===== src/rtl/trivium_pkg.sv =====
// trivium_pkg: shared constants, FSM state type and helper functions for the
// Trivium byte-stream blocks.
//   - State vector layout: s[k-1] holds Trivium bit s_k (s1..s288).
//   - trivium_load(): builds the initial state from an 80-bit key and IV.
//   - trivium_round(): one Trivium round; returns {z, next_state}.
package trivium_pkg;

    localparam int STATE_W = 288;
    localparam int KEY_W   = 80;
    localparam int IV_W    = 80;
    localparam int KS_W    = 8;

    // Default warm-up length in rounds. It must be a multiple of 8.
    localparam int DEF_INIT_ROUNDS = 1152;

    // Register boundaries (1-based, last bit of each register)
    localparam int R1_END  = 93;
    localparam int R2_END  = 177;
    localparam int R3_END  = 288;
    localparam int IV_BASE = 94;

    // Tap indices (1-based, as in the Trivium description)
    localparam int TAP_T1_A     = 66;
    localparam int TAP_T1_B     = 93;
    localparam int TAP_T1_AND_A = 91;
    localparam int TAP_T1_AND_B = 92;
    localparam int TAP_T1_FB    = 171;
    localparam int TAP_T2_A     = 162;
    localparam int TAP_T2_B     = 177;
    localparam int TAP_T2_AND_A = 175;
    localparam int TAP_T2_AND_B = 176;
    localparam int TAP_T2_FB    = 264;
    localparam int TAP_T3_A     = 243;
    localparam int TAP_T3_B     = 288;
    localparam int TAP_T3_AND_A = 286;
    localparam int TAP_T3_AND_B = 287;
    localparam int TAP_T3_FB    = 69;

    typedef enum logic [1:0] {
        IDLE,
        WARMUP,
        RUN
    } fsm_state_t;

    // Key/IV are given MSB-first (key[79] is K1), so both are bit-reversed
    // into the state vector.
    function automatic logic [STATE_W-1:0] trivium_load(
        input logic [KEY_W-1:0] key,
        input logic [IV_W-1:0]  iv
    );
        logic [STATE_W-1:0] s;
        s = '0;
        for (int k = 0; k < KEY_W; k++) begin
            s[k] = key[KEY_W-1-k];
        end
        for (int k = 0; k < IV_W; k++) begin
            s[IV_BASE-1+k] = iv[IV_W-1-k];
        end
        s[STATE_W-1 -: 3] = 3'b111;
        return s;
    endfunction

    // One round: bit STATE_W of the result is the keystream bit z, the
    // lower STATE_W bits are the shifted state.
    function automatic logic [STATE_W:0] trivium_round(input logic [STATE_W-1:0] s);
        logic t1, t2, t3, z;
        t1 = s[TAP_T1_A-1] ^ s[TAP_T1_B-1];
        t2 = s[TAP_T2_A-1] ^ s[TAP_T2_B-1];
        t3 = s[TAP_T3_A-1] ^ s[TAP_T3_B-1];
        z  = t1 ^ t2 ^ t3;
        t1 = t1 ^ (s[TAP_T1_AND_A-1] & s[TAP_T1_AND_B-1]) ^ s[TAP_T1_FB-1];
        t2 = t2 ^ (s[TAP_T2_AND_A-1] & s[TAP_T2_AND_B-1]) ^ s[TAP_T2_FB-1];
        t3 = t3 ^ (s[TAP_T3_AND_A-1] & s[TAP_T3_AND_B-1]) ^ s[TAP_T3_FB-1];
        // Each register shifts toward its high end; feedback enters at the
        // low end (t3 -> s1, t1 -> s94, t2 -> s178).
        return {z,
                s[R3_END-2:R2_END], t2,
                s[R2_END-2:R1_END], t1,
                s[R1_END-2:0],      t3};
    endfunction

endpackage


===== src/rtl/trivium_decrypt_stream_if.sv =====
// trivium_decrypt_stream_if: key load, ciphertext input stream, plaintext
// output stream and status of the Trivium decryptor.
//   key_load/key/iv : load strobe and key material (sampled on strobe only)
//   in_valid/in_ready/in_data    : ciphertext byte stream into the decryptor
//   out_valid/out_ready/out_data : plaintext byte stream out of the decryptor
//   keyed : warm-up finished, stream running
// master = the side driving key material, ciphertext and out_ready;
// slave  = the decryptor.
interface trivium_decrypt_stream_if;
    import trivium_pkg::*;

    logic             key_load;
    logic [KEY_W-1:0] key;
    logic [IV_W-1:0]  iv;
    logic             in_valid;
    logic             in_ready;
    logic [7:0]       in_data;
    logic             out_valid;
    logic             out_ready;
    logic [7:0]       out_data;
    logic             keyed;

    modport master (
        output key_load, key, iv, in_valid, in_data, out_ready,
        input  in_ready, out_valid, out_data, keyed
    );

    modport slave (
        input  key_load, key, iv, in_valid, in_data, out_ready,
        output in_ready, out_valid, out_data, keyed
    );

endinterface


===== src/rtl/trivium_step8.sv =====
// trivium_step8: purely combinational block applying 8 chained Trivium
// rounds. Shared with the keystream generator side.
//   s_in  : current 288-bit state (s[k-1] = s_k)
//   s_out : state after 8 rounds
//   ks    : keystream byte; first generated bit in ks[0]
module trivium_step8
    import trivium_pkg::*;
(
    input  logic [STATE_W-1:0] s_in,
    output logic [STATE_W-1:0] s_out,
    output logic [KS_W-1:0]    ks
);

    logic [STATE_W-1:0] st;
    logic [STATE_W:0]   rnd;

    always_comb begin
        st  = s_in;
        ks  = '0;
        rnd = '0;
        for (int i = 0; i < KS_W; i++) begin
            rnd   = trivium_round(st);
            ks[i] = rnd[STATE_W];
            st    = rnd[STATE_W-1:0];
        end
        s_out = st;
    end

endmodule


===== src/rtl/trivium_decrypt_stream.sv =====
// trivium_decrypt_stream: byte-stream Trivium decryptor.
// After key_load the state is loaded and warmed up for INIT_ROUNDS rounds
// (8 per clock); afterwards every accepted ciphertext byte is XORed with the
// next 8 keystream bits and presented on the plaintext stream one clock later.
//   clk  : clock
//   rst  : asynchronous, active-low reset
//   bus  : key load, ciphertext in, plaintext out, keyed status
module trivium_decrypt_stream
    import trivium_pkg::*;
#(
    parameter int INIT_ROUNDS   = DEF_INIT_ROUNDS,
    parameter int STEPS_PER_CLK = 8
) (
    input logic                    clk,
    input logic                    rst,
    trivium_decrypt_stream_if.slave bus
);

    localparam int WARM_CLKS = INIT_ROUNDS / STEPS_PER_CLK;
    localparam int CNT_W     = (WARM_CLKS > 1) ? $clog2(WARM_CLKS) : 1;
    localparam logic [CNT_W-1:0] CNT_LAST = CNT_W'(WARM_CLKS - 1);

    fsm_state_t         state_reg, state_next;
    logic [CNT_W-1:0]   cnt_reg;
    logic [STATE_W-1:0] s_reg;
    logic [STATE_W-1:0] s_stepped;
    logic [KS_W-1:0]    ks_byte;
    logic               out_valid_reg;
    logic [7:0]         out_data_reg;
    logic               in_ready_next;
    logic               accept;

    trivium_step8 u_step8 (
        .s_in  (s_reg),
        .s_out (s_stepped),
        .ks    (ks_byte)
    );

    // State register
    always_ff @(posedge clk or negedge rst) begin
        if (!rst) begin
            state_reg <= IDLE;
        end else begin
            state_reg <= state_next;
        end
    end

    // Next state and ready
    always_comb begin
        state_next    = state_reg;
        in_ready_next = 1'b0;
        case (state_reg)
            IDLE: begin
                state_next = IDLE;
            end
            WARMUP: begin
                if (cnt_reg == CNT_LAST) begin
                    state_next = RUN;
                end
            end
            RUN: begin
                // Ready only looks at the output slot, never at in_valid.
                in_ready_next = !out_valid_reg || bus.out_ready;
            end
            default: begin
                state_next = IDLE;
            end
        endcase
        // A reload restarts warm-up from any state.
        if (bus.key_load) begin
            state_next = WARMUP;
        end
    end

    // key_load wins over a byte handed over in the same cycle; that byte is lost.
    assign accept = in_ready_next && bus.in_valid && !bus.key_load;

    // Cipher state, warm-up counter and output register
    always_ff @(posedge clk or negedge rst) begin
        if (!rst) begin
            cnt_reg       <= '0;
            s_reg         <= '0;
            out_valid_reg <= 1'b0;
            out_data_reg  <= 8'h00;
        end else if (bus.key_load) begin
            s_reg         <= trivium_load(bus.key, bus.iv);
            cnt_reg       <= '0;
            out_valid_reg <= 1'b0;
        end else if (state_reg == WARMUP) begin
            s_reg   <= s_stepped;
            cnt_reg <= (cnt_reg == CNT_LAST) ? '0 : cnt_reg + CNT_W'(1);
        end else if (accept) begin
            // Keystream only advances when a ciphertext byte is consumed.
            s_reg         <= s_stepped;
            out_data_reg  <= bus.in_data ^ ks_byte;
            out_valid_reg <= 1'b1;
        end else if (bus.out_ready) begin
            out_valid_reg <= 1'b0;
        end
    end

    assign bus.in_ready  = in_ready_next;
    assign bus.out_valid = out_valid_reg;
    assign bus.out_data  = out_data_reg;
    assign bus.keyed     = (state_reg == RUN);

endmodule


===== src/flat_wrapper.sv =====
// flat-port wrapper written by rule: the top's interface ports become plain ports
module trivium_decrypt_stream_flat import trivium_pkg::*;
#(
    parameter int INIT_ROUNDS   = DEF_INIT_ROUNDS,
    parameter int STEPS_PER_CLK = 8
)
  (clk, rst, bus_key_load, bus_key, bus_iv, bus_in_valid, bus_in_data, bus_out_ready, bus_in_ready, bus_out_valid, bus_out_data, bus_keyed);
  trivium_decrypt_stream_if bus_i ();
  input logic clk;
  input logic rst;
  input wire logic [$bits(bus_i.key_load)-1:0] bus_key_load;
  input wire logic [$bits(bus_i.key)-1:0] bus_key;
  input wire logic [$bits(bus_i.iv)-1:0] bus_iv;
  input wire logic [$bits(bus_i.in_valid)-1:0] bus_in_valid;
  input wire logic [$bits(bus_i.in_data)-1:0] bus_in_data;
  input wire logic [$bits(bus_i.out_ready)-1:0] bus_out_ready;
  output wire logic [$bits(bus_i.in_ready)-1:0] bus_in_ready;
  output wire logic [$bits(bus_i.out_valid)-1:0] bus_out_valid;
  output wire logic [$bits(bus_i.out_data)-1:0] bus_out_data;
  output wire logic [$bits(bus_i.keyed)-1:0] bus_keyed;
  assign bus_i.key_load = bus_key_load;
  assign bus_i.key = bus_key;
  assign bus_i.iv = bus_iv;
  assign bus_i.in_valid = bus_in_valid;
  assign bus_i.in_data = bus_in_data;
  assign bus_i.out_ready = bus_out_ready;
  assign bus_in_ready = bus_i.in_ready;
  assign bus_out_valid = bus_i.out_valid;
  assign bus_out_data = bus_i.out_data;
  assign bus_keyed = bus_i.keyed;
  trivium_decrypt_stream #(.INIT_ROUNDS(INIT_ROUNDS), .STEPS_PER_CLK(STEPS_PER_CLK)) u_core (.clk(clk), .rst(rst), .bus(bus_i));
endmodule

===== config.mk =====
export PLATFORM = sky130hd
export DESIGN_NAME = trivium_decrypt_stream_flat
export DESIGN_NICKNAME = d
export VERILOG_FILES = /design/src/rtl/trivium_pkg.sv /design/src/rtl/trivium_decrypt_stream_if.sv /design/src/rtl/trivium_step8.sv /design/src/rtl/trivium_decrypt_stream.sv /design/src/flat_wrapper.sv
export SDC_FILE = /design/constraint.sdc
export NUM_CORES = 1
export LEC_CHECK = 0
export CAP_MARGIN = 20
export CORE_UTILIZATION = 45
export CTS_BUF_LIST = sky130_fd_sc_hd__clkbuf_4
export DETAILED_ROUTE_END_ITERATION = 6
export PLACE_DENSITY = 0.66
export SYNTH_ARGS = -nofsm -noshare
export SYNTH_HDL_FRONTEND = slang
export SYNTH_SLANG_ARGS = --single-unit

===== constraint.sdc =====
create_clock -name clk -period 2 [get_ports clk]
set_input_delay 0.3 -clock clk [delete_from_list [all_inputs] [get_ports clk]]
set_output_delay 0.3 -clock clk [all_outputs]
set_load 0.01 [all_outputs]

==> results of run 1 <==
## through the flow
stage               hold slack (ps)  setup WS, ps  instance area, um2  cells
floorplan                      4.41           234               13800   1172
global placement                231         -54.0               16300   1711
global route                   88.0         -3.48               17400   1860
CTS                            62.7          16.5               17400   1857
finish                          111          78.8               17400   1860
detailed placement              236         -69.4               16300   1711
## power by group through the flow
stage	clock [uW]	combinational, uW	sequential [uW]
floorplan	0	1500	7210
global placement	0	2400	7350
detailed placement	0	2460	7370
CTS	5880	2470	7260
global route	6190	2680	7330
finish	5700	2430	7260
## worst max-delay path by stage
stage	slack, ps	from	end
after floorplan	230	u_core.state_reg[0]	u_core.s_reg[61]
after detailed placement	-70	bus_out_ready	u_core.s_reg[24]
after global placement	-50	bus_out_ready	u_core.s_reg[88]
after global routing	-3	u_core.bus.out_data[7]	bus_out_data[7]
final	80	u_core.bus.out_data[0]	bus_out_data[0]
after CTS	20	u_core.bus.out_data[6]	bus_out_data[6]
## cells in the mapped netlist
master and count:
or3_1 1, dfrtp_1 307, o22ai_1 1, mux2_2 8
or2_1 1, o22a_1 3, xor3_1 16, xnor2_1 66
nand2_1 196, and3_1 1, a21oi_1 4, a211o_1 1
o21ai_1 96, clkbuf_1 37, nand4_1 1, a311oi_4 1
mux2i_1 161, nor4b_1 1, buf_6 15, nor2_1 10
xor2_1 2, nor3_1 2, a22o_1 121, and4b_1 1
nor2b_2 1, o21ai_0 70, nor2b_1 1, ha_1 1
nand3_1 1, buf_4 1, a22oi_1 1, nand2b_1 8
a21o_1 1, buf_2 32, and2_1 2
## metal layers
layer / up-vias / wire, um / track usage [%] / part of all wire [%]
li1: 4657 / - / - / -
met1: 4623 / 15200 / 30.5 / 47
met2: 219 / 15200 / 34.2 / 47
met3: 57 / 1530 / 4.53 / 4.7
met4: 4 / 635 / 7.18 / 1.9
met5: - / 24 / 0 / 0.074
## worst reg2reg max path, stage by stage, from the launching register on
cell and delay, ps:
dfrtp_1 390, nor2b_4 140, buf_4 150, a311oi_4 330
buf_12 290, buf_4 260, nand2_1 80, o21ai_1 70
## layout make-up
class	count	area [um2]
Tap cell	390	488
Clock buffer	117	878
Sequential cell	307	7680
Antenna cell	3	7.51
Fill cell	2542	12500
Clock inverter	25	185
Timing Repair Buffer	238	2540
Multi-Input combinational cell	780	5600
## cell families after synthesis
kind of cell,after synthesis,share of synthesized area (%)
AOI/OAI and AO/OA,299,14.5
xor gates and xnor gates,84,7.10
adders and majority gates,1,0.0910
buffers and inverters,85,3.46
DFF,307,55.9
muxes,169,12.4
and+or+nand+nor,227,6.62
## repair_timing
item                       CTS  global route
pin swaps                    0             0
setup endpoints to repair    2             1
gates resized for setup      3             2
hold buffers                 2             0
buffers inserted             2             0
hold endpoints to repair   317             0
==> run metrics, run 1 <==
Rows=63; largest net degree at the start of global routing=60; sw frac=27.3%; fin. max-slew vios=0; Reg power frac=47.2%; chip height=177 um; remaining global-route overflow=0; Die ar.=31300 um2; Final Cycle Share=roughly 96%; cells on worst reg2reg path=7; via count=9560; Worst-Skew Late Latency=700 ps; first-pass GRT wire length=53100 um; Synth warnings=0; number of max-cap violations=0; post-DP HPWL=23000 um; P_sw=4200 uW; Rel. slew slack=66.8%; total track usage=21.9%; DRC=0; delay-heaviest family, CP=buffers and inverters; Seq cells post-synth=307; Clock Power Share=37.0%; largest cells by area after synthesis=dfrtp_1 56%, mux2i_1 12%, a22o_1 7.7%; Worst Skew=39.6 ps; core area=29900 um2; CTS Buffer Depth=3; Worst setup EP type=primary output; Area Overhead vs Synth=26.4%; DRT Pass-1 Iters=5; Total Power=~15000 uW; area leader, netlist=dfrtp_1; initial antenna violation count=5; Int Pwr=11200 uW; Syn Inst Count=1172; status=finished clean; max reg flops=288; post-synth top area share=55.9%; most frequent cells in the layout=307 x dfrtp_1, 196 x nand2_1, 179 x clkdlybuf4s50_1; CP max-delay cell=clkdlybuf4s50_1; Starting DRT DRC Count=between 500 and 600; commonest non-fill, non-tap cell in the layout=dfrtp_1; clock tree from TritonCTS=built; final layout net count=1584; critical path depth=1; Reg-to-Reg End=u_core.s_reg[75]; Comb pwr share=15.8%; layout cells sized above 1=13.2%; vias in the first global route=9952; Synth Net Count=1346; R2R Path Start=u_core.state_reg[1]; Routed Antenna Nets=0; clock sink total=between 300 and 400; Clock transition at path regs=70 ps; Via density=5.14; Final Core Density=58.2%; Hold WC Path Type=in -> async; max frequency=about 0.52 GHz; leak pwr=0.00799 uW; I/O Buffers=183; routed wire length=32600 um; WL/cell=17.6 um; Distinct cells, synth=35; Setup CP Type=reg -> out; Period minus WS final=1920 ps; startpoint types=register; r2r setup slk=between 200 and 250 ps; Die Wd=177 um; I/O pin cnt=~180; mapped cell area=between 10000 and 15000 um2; critical-path cell list=clkdlybuf4s50_1; final hold viol count=0; H-tree depth=3; CP max stage delay=540 ps; CP bufs+invs=1; setup_tns=0 ps; syn_area_per_cell=about 12 um2; power density cells=885 nW/um2; Seq/Total Area, Yosys=55.9%; Initial Utilization=46.0%; peak supply drop=0.423 mV; count of final setup violators=0; CP max FO=2; Worst Path Arrival=1620 ps; Final GP Congestion=0.821; Root Driver=clkbuf_4; Critical Path RT=1700 ps; Least-Margin Pin Slew=slightly below 500 ps; Num CTS Buffers=83
(Power assumes the default switching activity.)
==> inputs of run 2 (changes only) <==
--- a/config.mk
+++ b/config.mk
@@ -5,11 +5,12 @@
 export SDC_FILE = /design/constraint.sdc
 export NUM_CORES = 1
 export LEC_CHECK = 0
-export CAP_MARGIN = 20
+export CAP_MARGIN = 10
 export CORE_UTILIZATION = 45
 export CTS_BUF_LIST = sky130_fd_sc_hd__clkbuf_4
 export DETAILED_ROUTE_END_ITERATION = 6
-export PLACE_DENSITY = 0.66
+export PLACE_DENSITY = 0.65
 export SYNTH_ARGS = -nofsm -noshare
 export SYNTH_HDL_FRONTEND = slang
+export SYNTH_HIERARCHICAL = 1
 export SYNTH_SLANG_ARGS = --single-unit
==> run 2 against run 1 <==
Register-to-register slack is essentially flat. Final area grew 5.7%. Sequential share of layout area shrank 2.4 points. Sequential cell count is the same. Combinational power grew 8.6%. First-iteration DRC count shrank 13%. Area after synthesis grew 21%. Non-clock buffer count grew 7. Final cell count grew 17%. Global-route usage shrank 3.1 points. Critical endpoint is now bus_out_data[6]. Largest power group unchanged.
==> run metrics, run 2 <==
post-DP HPWL=24400 um; Seq cells post-synth=307; Worst Path Arrival=1600 ps; Distinct cells, synth=34; peak supply drop=0.428 mV; Clock Power Share=34.6%; Rel. slew slack=59.7%; fin. max-slew vios=0; Routed Antenna Nets=0; core area=36500 um2; Clock transition at path regs=60 ps; clock tree from TritonCTS=built; critical-path cell list=clkdlybuf4s50_1; CP max stage delay=about 540 ps; Setup CP Type=reg -> out; H-tree depth=3; CTS Buffer Depth=3; syn_area_per_cell=a little under 10 um2; Starting DRT DRC Count=485; Final Cycle Share=95.1%; final hold viol count=0; EDFF count, synth=0; most frequent cell after synthesis=nand2_1; Die ar.=37900 um2; Total Power=roughly 15000 uW; Post-synth top cells=328 x nand2_1, 307 x dfrtp_1, 282 x buf_4; initial antenna violation count=3; commonest non-fill, non-tap cell in the layout=nand2_1; max frequency=0.526 GHz; Synth warnings=6; Post-DP Area=17400 um2; Root Driver=clkbuf_4; Syn Inst Count=1690; Worst Skew=between 40 and 50 ps; DRC=0; max reg flops=approximately 290; Area Overhead vs Synth=10.2%; Period minus WS final=1900 ps; total track usage=18.8%; Int Pwr=11000 uW; final worst setup slack=roughly 100 ps; most frequent cells in the layout=328 x nand2_1, 307 x dfrtp_1, 211 x o21ai_1; P_sw=4240 uW; clock sink total=307; Initial Utilization=45.7%; Seq/Total Area, Yosys=46.0%; ys flop type=dfrtp_1; DRT Pass-1 Iters=5; CP bufs+invs=1; power density cells=832 nW/um2; asr flop ratio synth=between 90% and 100%; leak pwr=0.00823 uW; Num CTS Buffers=83; fillers=between 3000 and 4000; post-place setup slack=-55.4 ps; Rows=70; routed wire length=34700 um; Comb pwr share=17.3%; Reg power frac=between 40% and 50%; CP max-delay cell=clkdlybuf4s50_1; I/O pin cnt=184; Hold WC Path Type=in -> async; final layout net count=1830; CP max FO=2; WL/cell=between 15 and 20 um; mapped cell area=roughly 17000 um2; I/O Buffers=roughly 180; delay-heaviest family, CP=buffers and inverters; WHS=86.0 ps; Via density=between 4 and 5; sw frac=27.8%; Critical Path RT=1700 ps; via count=around 11000; post-synth top area share=46.0%; Least-Margin Pin Slew=around 600 ps; chip height=195 um; critical path depth=1; Synth Net Count=1864; RSZ-0062 raised after global routing=no; startpoint types=register; Final GP Congestion=0.789; Worst setup EP type=primary output; largest cells by area after synthesis=dfrtp_1 46%, buf_4 13%, mux2i_1 9.7%; count of final setup violators=0; cells on worst reg2reg path=8; remaining global-route overflow=0; Finished Cell Area=18400 um2; largest net degree at the start of global routing=98; vias in the first global route=10700; first-pass GRT wire length=56300 um; layout cells sized above 1=11.5%; Worst-Skew Late Latency=about 740 ps; status=finished clean; number of max-cap violations=0; Die Wd=195 um; area leader, netlist=dfrtp_1
-- run 2: cell types whose count changed in the layout (fill, tap and decap cells not counted), moves of 7 or more --
cell,delta
a22o_1,-121
xor3_1,+7
dlygate4sd2_1,+7
nand2_1,+132
mux2_2,-8
o21ai_1,+115
nand2b_1,+119
o21ai_0,+19
xnor3_1,+8
xnor2_2,+12
clkdlybuf4s50_1,-8
xnor2_1,-45
-- run 2: routing by layer --
| metal | track usage (%) | wire length (um) | vias to the layer above |
|---|---|---|---|
| met5 | 0 | 29 | - |
| met4 | 6.38 | 631 | 4 |
| met3 | 5.43 | 1880 | 60 |
| met2 | 29.9 | 16500 | 208 |
| met1 | 24.5 | 15700 | 4956 |
| li1 | - | - | 5288 |
-- run 2: worst reg2reg max path: cells and delay by family (launching register included) --
kind | cells | cell delay [ps]
AOI/OAI and AO/OA | 2 | 380
buffers and inverters | 4 | 710
and+or+nand+nor | 2 | 210
DFF | 1 | 390
-- run 2: final timing paths --
check | start | to | slack, ps
worst max-delay path | u_core/bus.out_data[6] | bus_out_data[6] | 100
worst min-delay path | rst | u_core/s_reg[286] | 90
worst max register to register | u_core/state_reg[1] | u_core/s_reg[8] | 230
worst min register to register | u_core/s_reg[12] | u_core/s_reg[12] | 480
max in group asynchronous | rst | u_core/s_reg[287] | 1180
min in group clk | bus_iv[1] | u_core/s_reg[171] | 190
-- run 2: layout make-up --
| type | instances | area [um2] | area share [%] |
|---|---|---|---|
| flip-flops and latches | 307 | 7680 | 41.8 |
| multi-input cells | 1019 | 6530 | 35.5 |
| repair buffers | 245 | 2630 | 14.3 |
| clock buffers | 112 | 841 | 4.57 |
| well taps | 468 | 586 | 3.19 |
| clock inverters | 24 | 120 | 0.653 |
| diodes | 1 | 2.50 | 0.0136 |
-- run 2: cell families (layout without fill, tap and decap cells) --
family / count (synthesis) / count (layout) / share of synthesized area, %
AND/OR/NAND/NOR: 481 / 481 / 13.0
buffers and inverters: 364 / 381 / 14.9
AO/OA/AOI/OAI: 309 / 309 / 9.42
flip-flops: 307 / 307 / 46.0
multiplexers: 161 / 161 / 9.66
XOR/XNOR: 67 / 67 / 6.90
adder cells (fa/ha/maj): 1 / 1 / 0.0750
other: 0 / 1 / 0
-- run 2: stage by stage --
stage               TNS [ps]  util [%]  instances
detailed placement     -3630      47.6       2035
global placement       -3430      47.6       2035
CTS                        0      50.3       2175
finish                     0      50.3       2176
floorplan                  0         -       1690
global route               0      50.3       2176
-- run 2: repair_timing --
action                                  4_1_cts  5_1_grt
hold buffers                                  2        0
endpoints found under the setup margin        9        8
buffers inserted                              2        0
pin swaps                                     0        0
endpoints found under the hold margin       315        0
resized for setup                            12        3
-- run 2: power by group through the flow --
| stage | Clock [uW] | Combinational (uW) | Sequential (uW) |
|---|---|---|---|
| final | 5300 | 2640 | 7350 |
| after CTS | 5530 | 2680 | 7350 |
| after detailed placement | 0 | 2680 | 7460 |
| after floorplan | 0 | 2480 | 7280 |
| after global routing | 5800 | 2900 | 7420 |
| after global placement | 0 | 2620 | 7440 |
